**src/rtl/dnn_mem_arb_if.sv**
```systemverilog
// Port bundle of the DNN block-read arbiter: loader request/ready strobes,
// the shared 8x64-bit memory read port, status flags and the FSM debug view.
interface dnn_mem_arb_if #(
    parameter int ADDR_W = 32
);
    logic                 start;
    logic [ADDR_W-1:0]    wt_base;
    logic [ADDR_W-1:0]    img_base;
    logic                 wt_req;
    logic                 img_req;
    logic                 wt_ready;
    logic                 img_ready;
    logic [7:0][63:0]     blk_data;
    logic                 mem_rd_req;
    logic [ADDR_W-1:0]    mem_rd_addr;
    logic                 mem_rd_gnt;
    logic                 mem_rd_valid;
    logic [7:0][63:0]     mem_rd_data;
    logic                 busy;
    logic                 req_drop;
    logic [1:0]           dbg_state;

    // Handshakes: wt_req/img_req are one-cycle pulses; mem_rd_req is held with a
    // stable mem_rd_addr until the cycle mem_rd_gnt is high (transfer happens on
    // that edge); mem_rd_valid/mem_rd_data are a one-cycle response with no back
    // pressure; wt_ready/img_ready are one-cycle strobes qualifying blk_data.

    // The arbiter side: masters the memory port and answers the loaders.
    modport master (
        input  start, wt_base, img_base, wt_req, img_req,
        input  mem_rd_gnt, mem_rd_valid, mem_rd_data,
        output wt_ready, img_ready, blk_data,
        output mem_rd_req, mem_rd_addr,
        output busy, req_drop, dbg_state
    );

    // The environment side: loaders plus memory.
    modport slave (
        output start, wt_base, img_base, wt_req, img_req,
        output mem_rd_gnt, mem_rd_valid, mem_rd_data,
        input  wt_ready, img_ready, blk_data,
        input  mem_rd_req, mem_rd_addr,
        input  busy, req_drop, dbg_state
    );
endinterface

```
**src/rtl/dnn_mem_arb.sv**
```systemverilog
// Round-robin arbiter sharing one block-read memory port between the weight and
// image loaders; keeps a block pointer per loader and returns captured blocks.
module dnn_mem_arb #(
    parameter int ADDR_W = 32
) (
    input  logic           clk,
    input  logic           rst,
    dnn_mem_arb_if.master  bus
);
    typedef enum logic [1:0] {
        S_IDLE  = 2'd0,
        S_ISSUE = 2'd1,
        S_WAIT  = 2'd2,
        S_RESP  = 2'd3
    } state_t;

    state_t              r_state;
    logic [ADDR_W-1:0]   r_wt_ptr;
    logic [ADDR_W-1:0]   r_img_ptr;
    logic [ADDR_W-1:0]   r_mem_rd_addr;
    logic                r_wt_pend;
    logic                r_img_pend;
    logic                r_last_gnt;
    logic                r_owner;
    logic                r_req_drop;
    logic                r_mem_rd_req;
    logic                r_wt_ready;
    logic                r_img_ready;
    logic [7:0][63:0]    r_blk_data;

    logic                w_idle;
    logic                w_resp;
    logic                w_start;
    logic [ADDR_W-1:0]   w_wt_ptr_eff;
    logic [ADDR_W-1:0]   w_img_ptr_eff;
    logic                w_last_eff;
    logic                w_sel_img;
    logic                w_wt_clr;
    logic                w_img_clr;
    logic                w_wt_drop;
    logic                w_img_drop;

    assign w_idle  = (r_state == S_IDLE);
    assign w_resp  = (r_state == S_RESP);
    assign w_start = bus.start & w_idle;

    // A start in the same IDLE cycle as a selection must already use the new bases.
    assign w_wt_ptr_eff  = w_start ? bus.wt_base  : r_wt_ptr;
    assign w_img_ptr_eff = w_start ? bus.img_base : r_img_ptr;
    assign w_last_eff    = w_start ? 1'b1 : r_last_gnt;
    assign w_sel_img     = r_img_pend & (~r_wt_pend | ~w_last_eff);

    // The owner's flag clears in RESP; a same-cycle req re-arms it and is not a drop.
    assign w_wt_clr   = w_resp & ~r_owner;
    assign w_img_clr  = w_resp &  r_owner;
    assign w_wt_drop  = bus.wt_req  & r_wt_pend  & ~w_wt_clr;
    assign w_img_drop = bus.img_req & r_img_pend & ~w_img_clr;

    always_ff @(posedge clk or posedge rst) begin
        if (rst) begin
            r_state       <= S_IDLE;
            r_wt_ptr      <= '0;
            r_img_ptr     <= '0;
            r_mem_rd_addr <= '0;
            r_wt_pend     <= 1'b0;
            r_img_pend    <= 1'b0;
            r_last_gnt    <= 1'b1;
            r_owner       <= 1'b0;
            r_req_drop    <= 1'b0;
            r_mem_rd_req  <= 1'b0;
            r_wt_ready    <= 1'b0;
            r_img_ready   <= 1'b0;
            r_blk_data    <= '0;
        end else begin
            r_wt_pend   <= bus.wt_req  | (r_wt_pend  & ~w_wt_clr);
            r_img_pend  <= bus.img_req | (r_img_pend & ~w_img_clr);
            r_wt_ready  <= 1'b0;
            r_img_ready <= 1'b0;

            if (w_wt_drop | w_img_drop) begin
                r_req_drop <= 1'b1;
            end else if (w_start) begin
                r_req_drop <= 1'b0;
            end

            case (r_state)
                S_IDLE: begin
                    if (bus.start) begin
                        r_wt_ptr   <= bus.wt_base;
                        r_img_ptr  <= bus.img_base;
                        r_last_gnt <= 1'b1;
                    end
                    if (r_wt_pend | r_img_pend) begin
                        r_owner       <= w_sel_img;
                        r_mem_rd_addr <= w_sel_img ? w_img_ptr_eff : w_wt_ptr_eff;
                        r_mem_rd_req  <= 1'b1;
                        r_state       <= S_ISSUE;
                    end
                end
                S_ISSUE: begin
                    if (bus.mem_rd_gnt) begin
                        r_mem_rd_req <= 1'b0;
                        r_state      <= S_WAIT;
                    end
                end
                S_WAIT: begin
                    if (bus.mem_rd_valid) begin
                        r_blk_data <= bus.mem_rd_data;
                        if (r_owner) begin
                            r_img_ready <= 1'b1;
                        end else begin
                            r_wt_ready <= 1'b1;
                        end
                        r_state <= S_RESP;
                    end
                end
                S_RESP: begin
                    if (r_owner) begin
                        r_img_ptr <= r_img_ptr + ADDR_W'(1);
                    end else begin
                        r_wt_ptr <= r_wt_ptr + ADDR_W'(1);
                    end
                    r_last_gnt <= r_owner;
                    r_state    <= S_IDLE;
                end
                default: begin
                    r_mem_rd_req <= 1'b0;
                    r_state      <= S_IDLE;
                end
            endcase
        end
    end

    assign bus.wt_ready    = r_wt_ready;
    assign bus.img_ready   = r_img_ready;
    assign bus.blk_data    = r_blk_data;
    assign bus.mem_rd_req  = r_mem_rd_req;
    assign bus.mem_rd_addr = r_mem_rd_addr;
    assign bus.busy        = ~w_idle | r_wt_pend | r_img_pend;
    assign bus.req_drop    = r_req_drop;
    assign bus.dbg_state   = r_state;
endmodule
```
**src/flat_wrapper.sv**
```systemverilog
// flat-port wrapper written by rule: the top's interface ports become plain ports
module dnn_mem_arb_flat 
#(
    parameter int ADDR_W = 32
)
  (clk, rst, bus_start, bus_wt_base, bus_img_base, bus_wt_req, bus_img_req, bus_mem_rd_gnt, bus_mem_rd_valid, bus_mem_rd_data, bus_wt_ready, bus_img_ready, bus_blk_data, bus_mem_rd_req, bus_mem_rd_addr, bus_busy, bus_req_drop, bus_dbg_state);
  dnn_mem_arb_if #(.ADDR_W(ADDR_W)) bus_i ();
  input  logic clk;
  input  logic rst;
  input wire logic [$bits(bus_i.start)-1:0] bus_start;
  input wire logic [$bits(bus_i.wt_base)-1:0] bus_wt_base;
  input wire logic [$bits(bus_i.img_base)-1:0] bus_img_base;
  input wire logic [$bits(bus_i.wt_req)-1:0] bus_wt_req;
  input wire logic [$bits(bus_i.img_req)-1:0] bus_img_req;
  input wire logic [$bits(bus_i.mem_rd_gnt)-1:0] bus_mem_rd_gnt;
  input wire logic [$bits(bus_i.mem_rd_valid)-1:0] bus_mem_rd_valid;
  input wire logic [$bits(bus_i.mem_rd_data)-1:0] bus_mem_rd_data;
  output wire logic [$bits(bus_i.wt_ready)-1:0] bus_wt_ready;
  output wire logic [$bits(bus_i.img_ready)-1:0] bus_img_ready;
  output wire logic [$bits(bus_i.blk_data)-1:0] bus_blk_data;
  output wire logic [$bits(bus_i.mem_rd_req)-1:0] bus_mem_rd_req;
  output wire logic [$bits(bus_i.mem_rd_addr)-1:0] bus_mem_rd_addr;
  output wire logic [$bits(bus_i.busy)-1:0] bus_busy;
  output wire logic [$bits(bus_i.req_drop)-1:0] bus_req_drop;
  output wire logic [$bits(bus_i.dbg_state)-1:0] bus_dbg_state;
  assign bus_i.start = bus_start;
  assign bus_i.wt_base = bus_wt_base;
  assign bus_i.img_base = bus_img_base;
  assign bus_i.wt_req = bus_wt_req;
  assign bus_i.img_req = bus_img_req;
  assign bus_i.mem_rd_gnt = bus_mem_rd_gnt;
  assign bus_i.mem_rd_valid = bus_mem_rd_valid;
  assign bus_i.mem_rd_data = bus_mem_rd_data;
  assign bus_wt_ready = bus_i.wt_ready;
  assign bus_img_ready = bus_i.img_ready;
  assign bus_blk_data = bus_i.blk_data;
  assign bus_mem_rd_req = bus_i.mem_rd_req;
  assign bus_mem_rd_addr = bus_i.mem_rd_addr;
  assign bus_busy = bus_i.busy;
  assign bus_req_drop = bus_i.req_drop;
  assign bus_dbg_state = bus_i.dbg_state;
  dnn_mem_arb #(.ADDR_W(ADDR_W)) u_core (.clk(clk), .rst(rst), .bus(bus_i));
endmodule
```
**config.mk**
```make
export PLATFORM = sky130hd
export DESIGN_NAME = dnn_mem_arb_flat
export DESIGN_NICKNAME = d
export VERILOG_FILES = /design/src/rtl/dnn_mem_arb_if.sv /design/src/rtl/dnn_mem_arb.sv /design/src/flat_wrapper.sv
export SDC_FILE = /design/constraint.sdc
export NUM_CORES = 1
export LEC_CHECK = 0
export BUFFER_PORTS_ARGS = -buffer_cell sky130_fd_sc_hd__buf_2
export CORE_AREA = 4 4 445 447
export DETAILED_ROUTE_END_ITERATION = 8
export DIE_AREA = 0 0 449 451
export HOLD_SLACK_MARGIN = 0.06
export PLACE_DENSITY = 0.38
export RECOVER_POWER = 50
export SLEW_MARGIN = 25
export SYNTH_ARGS = -nofsm -noshare
export SYNTH_HDL_FRONTEND = slang
export SYNTH_SLANG_ARGS = --single-unit
```
**constraint.sdc**
```tcl
create_clock -name clk -period 20.1 [get_ports clk]
set_input_delay 2.01 -clock clk [delete_from_list [all_inputs] [get_ports clk]]
set_output_delay 2.01 -clock clk [all_outputs]
set_load 0.02 [all_outputs]
```
=== Yosys cells after proc, flatten, opt, wreduce, memory -nomap -nowiden ===
Index checks and enable logic that the tools add are counted.

* Register bits: 618

* Add/sub/neg operators: 2
* Eq/ne operators: 9
* Muxes and demuxes: 27
* Bitwise gates (word level): 23
* Reduce and logical (&&, ||, !) cells: 11

{| class="wikitable"
|+ Operator list
! cell !! number
|-
| $mux 32 || 7
|-
| $pmux 32 s2 || 2
|-
| $add 32x1->32 const B || 2
|-
| $mux 1 || 12
|-
| $reduce_and 3->1 || 4
|-
| $and 1x1->1 || 10
|-
| $ne 2x2->1 const B || 5
|-
| $pmux 2 s4 || 1
|-
| $or 1x1->1 || 7
|-
| $mux 2 || 3
|-
| $not 1->1 || 6
|-
| $reduce_and 2->1 || 3
|-
| $reduce_bool 2->1 || 3
|-
| $eq 2x2->1 const B || 2
|-
| $pmux 1 s2 || 2
|-
| $eq 2x1->1 const B || 1
|-
| $logic_not 2->1 || 1
|-
| $ne 2x1->1 const B || 1
|}

=== Longest topological paths before layout ===
Gate-level depths: netlist of the first run.

* Depth after elaboration: 7
* Mapped depth: 9
* Gate-level depth less buffers: 7

=== Worst setup path after synthesis of the first run ===
OpenSTA, ideal clock, no wires.

* Kind: input port to flip-flop
* From: input bus_start
* To: register u_core.r_mem_rd_addr[23], in the netlist u_core.bus.mem_rd_addr[23]
* Setup time: 121 ps
* Arrival time: 3334 ps
* Required time: 19979 ps
* Path slack: 16645 ps
* Stages: 7
* Path through: clkbuf_1 a21oi_1 o21ai_0 clkbuf_1 clkbuf_1 a31oi_1 a22o_1

* Longest elaborated chain between the ends: 6
* Elaborated cells between the ends (all ways): 8
* Those cells by class: mux (4); bitwise (4)

{| class="wikitable"
|+ Ends and longest elaborated chain
! what !! RTL line !! source
|-
| start, declared || flat_wrapper.sv:10 || <nowiki>input wire logic [$bits(bus_i.start)-1:0] bus_start;</nowiki>
|-
| $and 1x1->1 (*) || dnn_mem_arb.sv:45 || <nowiki>assign w_start = bus.start & w_idle;</nowiki>
|-
| $mux 1 || dnn_mem_arb.sv:50 || <nowiki>assign w_last_eff = w_start ? 1'b1 : r_last_gnt;</nowiki>
|-
| $not 1->1 || dnn_mem_arb.sv:51 || <nowiki>assign w_sel_img = r_img_pend & (~r_wt_pend | ~w_last_eff);</nowiki>
|-
| $or 1x1->1 || dnn_mem_arb.sv:51 ||
|-
| $and 1x1->1 || dnn_mem_arb.sv:51 ||
|-
| $mux 32 (*) || dnn_mem_arb.sv:95 || <nowiki>r_mem_rd_addr <= w_sel_img ? w_img_ptr_eff : w_wt_ptr_eff;</nowiki>
|-
| end signal, assigned || dnn_mem_arb.sv:95 ||
|-
| end, declared || dnn_mem_arb.sv:20 || <nowiki>logic [ADDR_W-1:0] r_mem_rd_addr;</nowiki>
|}

Mark *: on every way between the ends. The rest lies on a longest branch, timed or not.
A chain may end at the register's enable or synchronous reset.

==> flow_metrics.tcl, run 1 <==
set metrics [dict create \
    dieWidth_um 449 \
    routed_wl_um 146000 \
    fin_nets 3650 \
    grt_pass1_wl_um 196000 \
    numPortBuffers 1133 \
    wl_per_cell_um 25.7 \
    rows 162 \
    pre_cts_slack_ns 14.98 \
    fin_ws_ns 12.67 \
    tritoncts "yes" \
    timing.fmax_ghz 0.135 \
    end_kind "asynchronous set/reset pin" \
    postCtsHoldBufs 0 \
    status "finished, violations left" \
    finalCritPeriodShare 0.370 \
    cts_sinks 618 \
    critPathLaunchType "input pin" \
    antenna_found_initial 109 \
    drt_iter0_drc 1081 \
    synth_seq_cells 618 \
    syn_inst 1940 \
    htree_levels 3 \
    grt_start_max_net_pins 117 \
    synth_nets 2529 \
    postSynth.asyncResetShare 1.00 \
    grt.overflow.total 0 \
    max-slew-margin-rel -1.81 \
    dp_hpwl_um 119000 \
    grt_pass1_vias 21900 \
    cts_buffers 84 \
    ios 1134 \
    peakVddDrop_mv 0.0753 \
    placed_cells 5516 \
    drt-pass1-iter-count 5 \
    crit_fanout 88 \
    die_h_um 451 \
    grt_usage 0.139 \
    powerDensity_mw_per_mm2 190 \
    dieArea_mm2 0.202 \
    yosys_most_used_dff "dfrtp_1" \
    fin_cells 5687 \
    rsz0062_at_grt "no" \
    cap_violations 13 \
    syn_area_per_cell_um2 13.1 \
    vias 21100 \
    skew_ns 0.0329 \
    postRouteAntennaNets 0 \
    start_util 0.131 \
    p_leak_nw 15.8 \
    tns_ns 0 \
    setup_viol 0 \
    crit_required_ns 20.02 \
    min_period_ns 7.43 \
    drive_gt1_frac 0.465 \
    clk_pin_slew_worst_paths_ns 0.05 \
    hold_viol 0 \
    via_per_inst 3.71 \
    drc 0 \
    violations "max-capacitance violations, max-slew violations" \
    hold_class "register to register" \
    yosys_warnings 0 \
    ys_types 58 \
    critical_path_arrival_ns 7.35 \
    syn-cell-area_mm2 0.0255 \
    insertion_delay_ns 0.71 \
    cts.path.max_buffers 3 \
    core_area_mm2 0.194 \
    gp_congestion 0.892 \
    fillers 21700 \
    cts_resized 0 \
    area_delta_synth_final_pct 43.0 \
    crit_type "input pin to asynchronous set/reset pin" \
    drv_slew 704 \
    synth_edf_count 0 \
    timing.hold.ws_ns 0.499 \
    ys_seq_area_frac 0.606 \
    cts_setup_buffers 0 \
    worst_pin_slew_ns 4.20 \
    cts-root-buf "clkbuf_16" \
]
[through the flow]
step / power [mW] / cell area [um^2] / util
after detailed placement: 5.60 / 34200 / 0.176
after global routing: 7.36 / 36400 / 0.188
after global placement: 5.57 / 34200 / 0.176
after CTS: 7.18 / 36900 / 0.190
final: 6.94 / 36500 / 0.188
after floorplan: 4.14 / 25500 / -
[synth_stat cells, types with 5 or more instances]
cell type	count	area [um^2]
nand3_1	44	220
nand2_1	137	514
nor2_1	65	244
a21oi_1	101	505
dfrtp_1	617	15400
and3_1	15	93.8
a311oi_1	7	61.3
a22o_1	32	280
buf_1	10	37.5
ha_1	6	75.1
nand4_1	16	100
and2_1	5	31.3
a2bb2oi_1	13	114
o211ai_1	6	45.0
nor3_1	44	220
o21ai_0	39	195
nor4_1	5	31.3
a31oi_1	39	244
buf_2	5	25.0
mux2_2	512	5770
or3_1	6	37.5
o22ai_1	23	144
inv_1	10	37.5
nand2b_1	6	37.5
clkbuf_1	111	417
[final timing paths]
path | slack [ns] | from | depth (start not counted) | to
setup / recovery | 12.67 | rst | 3 | u_core.bus.blk_data[10]$_DFFE_PP0P_
max in group clk | 12.82 | u_core.bus.dbg_state[0]$_DFFE_PP0P_ | 8 | u_core.r_wt_ptr[24]$_DFFE_PP0P_
hold reg to reg | 0.50 | u_core.bus.blk_data[494]$_DFFE_PP0P_ | 1 | u_core.bus.blk_data[494]$_DFFE_PP0P_
setup reg to reg | 12.82 | u_core.bus.dbg_state[0]$_DFFE_PP0P_ | 8 | u_core.r_wt_ptr[24]$_DFFE_PP0P_
min in group asynchronous | 2.57 | rst | 2 | u_core.bus.blk_data[428]$_DFFE_PP0P_
hold / removal | 0.50 | u_core.bus.blk_data[494]$_DFFE_PP0P_ | 1 | u_core.bus.blk_data[494]$_DFFE_PP0P_
[sequential cells by signal, summed over array words and instances, names as in the netlist, 2 cells and up]
| signal | cells |
|---|---|
| u_core.bus.blk_data | 512 |
| u_core.bus.mem_rd_addr | 32 |
| u_core.r_img_ptr | 32 |
| u_core.r_wt_ptr | 32 |
| u_core.bus.dbg_state | 2 |
[power by group]
part           internal, mW  switching (mW)  total [mW]  leakage (nW)
sequential             1.89           0.430        2.32          7.29
combinational          1.09            2.01        3.10          7.10
clock                 0.878           0.641        1.52          1.37
[cells in the final DEF (no fill, tap or decap), drive strengths merged, types with 5 or more instances in the layout]
master	count
a21oi	101
a22o	32
a2bb2oi	13
a311oi	7
a31oi	39
and2	5
and3	15
buf	789
clkbuf	489
clkinv	25
dfrtp	617
diode	21
ha	6
inv	13
mux2	512
nand2	138
nand2b	6
nand3	44
nand4	16
nor2	65
nor3	44
nor4	9
o211ai	6
o21ai	39
o22ai	23
or3	7
[layout make-up]
class	instances	area, um^2	share of cell area
Antenna cell	21	52.6	0.00144
Clock buffer	115	2390	0.0655
Clock inverter	34	392	0.0107
Inverter	11	42.5	0.00117
Multi-Input combinational cell	1183	9530	0.261
Sequential cell	618	15500	0.424
Tap cell	2542	3180	0.0872
Timing Repair Buffer	1163	5420	0.149
[worst max-delay path: stages]
cell and delay [ns]:
buf_2 0.11, clkinvlp_2 2.34, clkbuf_1 2.74
[per-layer routing]
metal | vias to the layer above | track usage | part of all wire | wire length, um
met4 | 54 | 0.0250 | 0.018 | 2620
met5 | - | 0 | 0.0023 | 340
met3 | 262 | 0.0480 | 0.073 | 10600
li1 | 9299 | - | - | -
met2 | 752 | 0.236 | 0.49 | 71600
met1 | 10700 | 0.173 | 0.42 | 60900
[kinds of logic (layout without fill, tap and decap cells)]
family | after synthesis | after routing | synth area share
AND/OR/NAND/NOR | 366 | 366 | 0.0681
adder cells (fa/ha/maj) | 6 | 6 | 0.00294
AO/OA/AOI/OAI | 295 | 295 | 0.0737
flip-flops | 618 | 618 | 0.606
buffers and inverters | 139 | 1323 | 0.0211
other | 0 | 21 | 0
multiplexers | 516 | 516 | 0.228
Note: power is estimated with default switching activity, not from simulation.
==> inputs of run 2 (changes only) <==
ABC_AREA = 1   (was unset)
CORE_AREA = 4 4 439 441   (was 4 4 445 447)
DIE_AREA = 0 0 443 445   (was 0 0 449 451)
PLACE_DENSITY = 0.39   (was 0.38)
clock period = 6.65 ns   (was 20.1 ns; I/O delays follow)
==> run 2 against run 1 <==
Compared with the run above: the flow still finishes with violations (max-capacitance violations, max-slew violations); synthesized area increased by 2.9%; sequential power increased to 3.0 times the previous value; die area decreased by 2.6%; clock skew increased by 0.016 ns; sequential cell count unchanged; synthesized cell count increased by 17%.
==> flow_metrics.tcl, run 2 <==
set metrics [dict create \
    cts_sinks 618 \
    synth_seq_cells 618 \
    synth_nets 2861 \
    core_area_mm2 0.189 \
    synth_most_common_cell "dfrtp_1" \
    layout_commonest_cell "buf_2" \
    synthXorXnorAreaFrac 0.000334 \
    detailed_place.area_mm2 0.0349 \
    grt_pass1_wl_um 182000 \
    placed_cells 5835 \
    r2r_end "u_core.bus.blk_data[437]$_DFFE_PP0P_" \
    drt_iter0_drc 1028 \
    crit_type "input pin to asynchronous set/reset pin" \
    fin_area_mm2 0.0370 \
    vias 21800 \
    insertion_delay_ns 0.70 \
    finalCritPeriodShare 0.723 \
    p_leak_nw 16.4 \
    cap_violations 4 \
    cts.path.max_buffers 3 \
    regArea_mm2 0.0155 \
    synth_edf_count 0 \
    drive_gt1_frac 0.381 \
    min_period_ns 4.81 \
    critPathLaunchType "input pin" \
    postSynth.asyncResetShare 1.00 \
    tns_ns 0 \
    rr_worst_depth 6 \
    syn_area_per_cell_um2 11.6 \
    dieWidth_um 443 \
    ys_seq_area_frac 0.589 \
    r2r_start "u_core.bus.dbg_state[0]$_DFFE_PP0P_" \
    ios 1134 \
    yosys_most_used_dff "dfrtp_1" \
    peakVddDrop_mv 0.259 \
    yosys_warnings 0 \
    synth_commonest_cells "617 x dfrtp_1, 512 x mux2_2, 469 x nand2_1" \
    cts_buffers 81 \
    final_util 0.196 \
    hold_viol 0 \
    rsz0062_at_grt "no" \
    via_per_inst 3.64 \
    finalPower_mw 20.6 \
    syn_inst 2272 \
    grt_pass1_vias 23000 \
    dp_hpwl_um 106000 \
    skew_ns 0.0493 \
    violations "max-capacitance violations, max-slew violations" \
    drt-pass1-iter-count 5 \
    drc 0 \
    status "finished, violations left" \
    drv_slew 220 \
    cts_setup_buffers 0 \
    worst_pin_slew_ns 3.52 \
    grt_usage 0.129 \
    hold_depth 2 \
    wl_per_cell_um 21.9 \
    synth_compound_area_frac 0.0411 \
    max-slew-margin-rel -1.34 \
    fillers 21200 \
    routed_wl_um 131000 \
    r2r_slack_ns 2.52 \
    clk_pin_slew_worst_paths_ns 0.06 \
    yosys.area_share.simple 0.111 \
    muxShareOfSynthArea 0.220 \
    crit_fanout 122 \
    tritoncts "yes" \
    crit_required_ns 7.37 \
    synth_adder_area_share 0.00286 \
    die_h_um 445 \
    powerDensity_mw_per_mm2 556 \
    antenna_found_initial 90 \
    fin_nets 3997 \
    rows 160 \
    setup_viol 0 \
    fin_cells 5997 \
    yosys.area.top_type "dfrtp_1" \
    synth_top_family_by_area "multiplexers" \
    dieArea_mm2 0.197 \
    htree_levels 3 \
    min_from "bus_mem_rd_data[272]" \
    start_util 0.139 \
    numPortBuffers 1133 \
    end_kind "asynchronous set/reset pin" \
    postRouteAntennaNets 0 \
    multi_input_area_mm2 0.00986 \
    hold_class "input pin to register" \
    cts-root-buf "clkbuf_16" \
    synth_top_area_frac 0.588 \
    synth_area_leaders "dfrtp_1 59%, mux2_2 22%, nand2_1 6.7%" \
    layout_common_cells "647 x buf_2, 617 x dfrtp_1, 512 x mux2_2, 512 x clkbuf_1, 469 x nand2_1" \
    area_delta_synth_final_pct 41.0 \
    ys_types 38 \
    worst_hold_path.endpoint "u_core.bus.blk_data[272]$_DFFE_PP0P_" \
    gp_congestion 0.832 \
    syn-cell-area_mm2 0.0263 \
    grt_start_max_net_pins 133 \
    grt.overflow.total 0 \
    critical_path_arrival_ns 5.53 \
    timing.fmax_ghz 0.208 \
    largest_reg_flops 512 \
]
## run 2: changes by cell type after synthesis, sizes merged, moves of 43 or more
| cell | previous run | this run |
|---|---|---|
| a21oi | 101 | 41 |
| buf | 17 | 76 |
| clkbuf | 111 | 33 |
| inv | 10 | 111 |
| nand2 | 138 | 474 |
| nand3 | 44 | 101 |
| nor2 | 65 | 143 |
| nor3 | 44 | 1 |
| o21ai | 39 | 88 |
## run 2: worst max-delay path by stage
stage                                             start                                     end  slack [ns]  cells after the start
floorplan                                           rst      u_core.bus.blk_data[0]$_DFFE_PP0P_       -2.45                      1
global placement    u_core.bus.dbg_state[0]$_DFFE_PP0P_  u_core.bus.mem_rd_addr[17]$_DFFE_PP0P_        2.61                      9
detailed placement  u_core.bus.dbg_state[0]$_DFFE_PP0P_  u_core.bus.mem_rd_addr[22]$_DFFE_PP0P_        2.87                      9
CTS                 u_core.bus.dbg_state[0]$_DFFE_PP0P_  u_core.bus.mem_rd_addr[30]$_DFFE_PP0P_        2.84                      9
global route                                        rst    u_core.bus.blk_data[141]$_DFFE_PP0P_        1.34                      4
finish                                              rst         u_core.r_wt_ptr[21]$_DFFE_PP0P_        1.84                      5
## run 2: cell families (layout without fill, tap and decap cells)
logic type               after synthesis  after routing
other                                  0             15
adder cells (fa/ha/maj)                6              6
XOR/XNOR                               1              1
multiplexers                         512            512
flip-flops                           618            618
AND/OR/NAND/NOR                      730            730
buffers and inverters                220           1419
AO/OA/AOI/OAI                        185            185
## run 2: cell type report
class	count	share of cell area
multi-input cells	1434	0.266
inverters	111	0.0113
diodes	15	0.00101
clock inverters	27	0.0111
clock buffers	119	0.0643
repair buffers	1162	0.143
well taps	2511	0.0849
flip-flops and latches	618	0.418
## run 2: critical path, cell delays in order
cell and delay, ns:
dlygate4sd3_1 0.55, clkbuf_1 0.11, clkinvlp_2 0.81, clkbuf_1 2.51, buf_12 0.51
## run 2: per-layer routing
metal | track usage | vias up | routed length, um
li1 | - | 9912 | -
met1 | 0.143 | 10800 | 49700
met2 | 0.238 | 773 | 68800
met3 | 0.0380 | 277 | 8680
met4 | 0.0350 | 30 | 3900
met5 | 0 | - | 208
## run 2: metrics by stage
| stage | hold WS (ns) | worst slack [ns] |
|---|---|---|
| 2_1_floorplan | 0.448 | -2.45 |
| 3_3_place_gp | 0.469 | 2.61 |
| 3_5_place_dp | 0.461 | 2.87 |
| 4_1_cts | 0.0735 | 2.84 |
| 5_1_grt | 0.109 | 1.34 |
| 6_report | 0.178 | 1.84 |
## run 2: where the power goes
group / total [mW] / switching [mW] / internal (mW)
Clock: 4.60 / 1.90 / 2.70
Combinational: 8.95 / 5.94 / 3.01
Sequential: 7.05 / 1.34 / 5.71
Total: 20.6 / 9.18 / 11.4
## run 2: timing repair
| action | 4_1_cts | 5_1_grt |
|---|---|---|
| hold buffers | 1 | 0 |
| hold endpoints to repair | 6 | 0 |
| gates resized for setup | 0 | 0 |
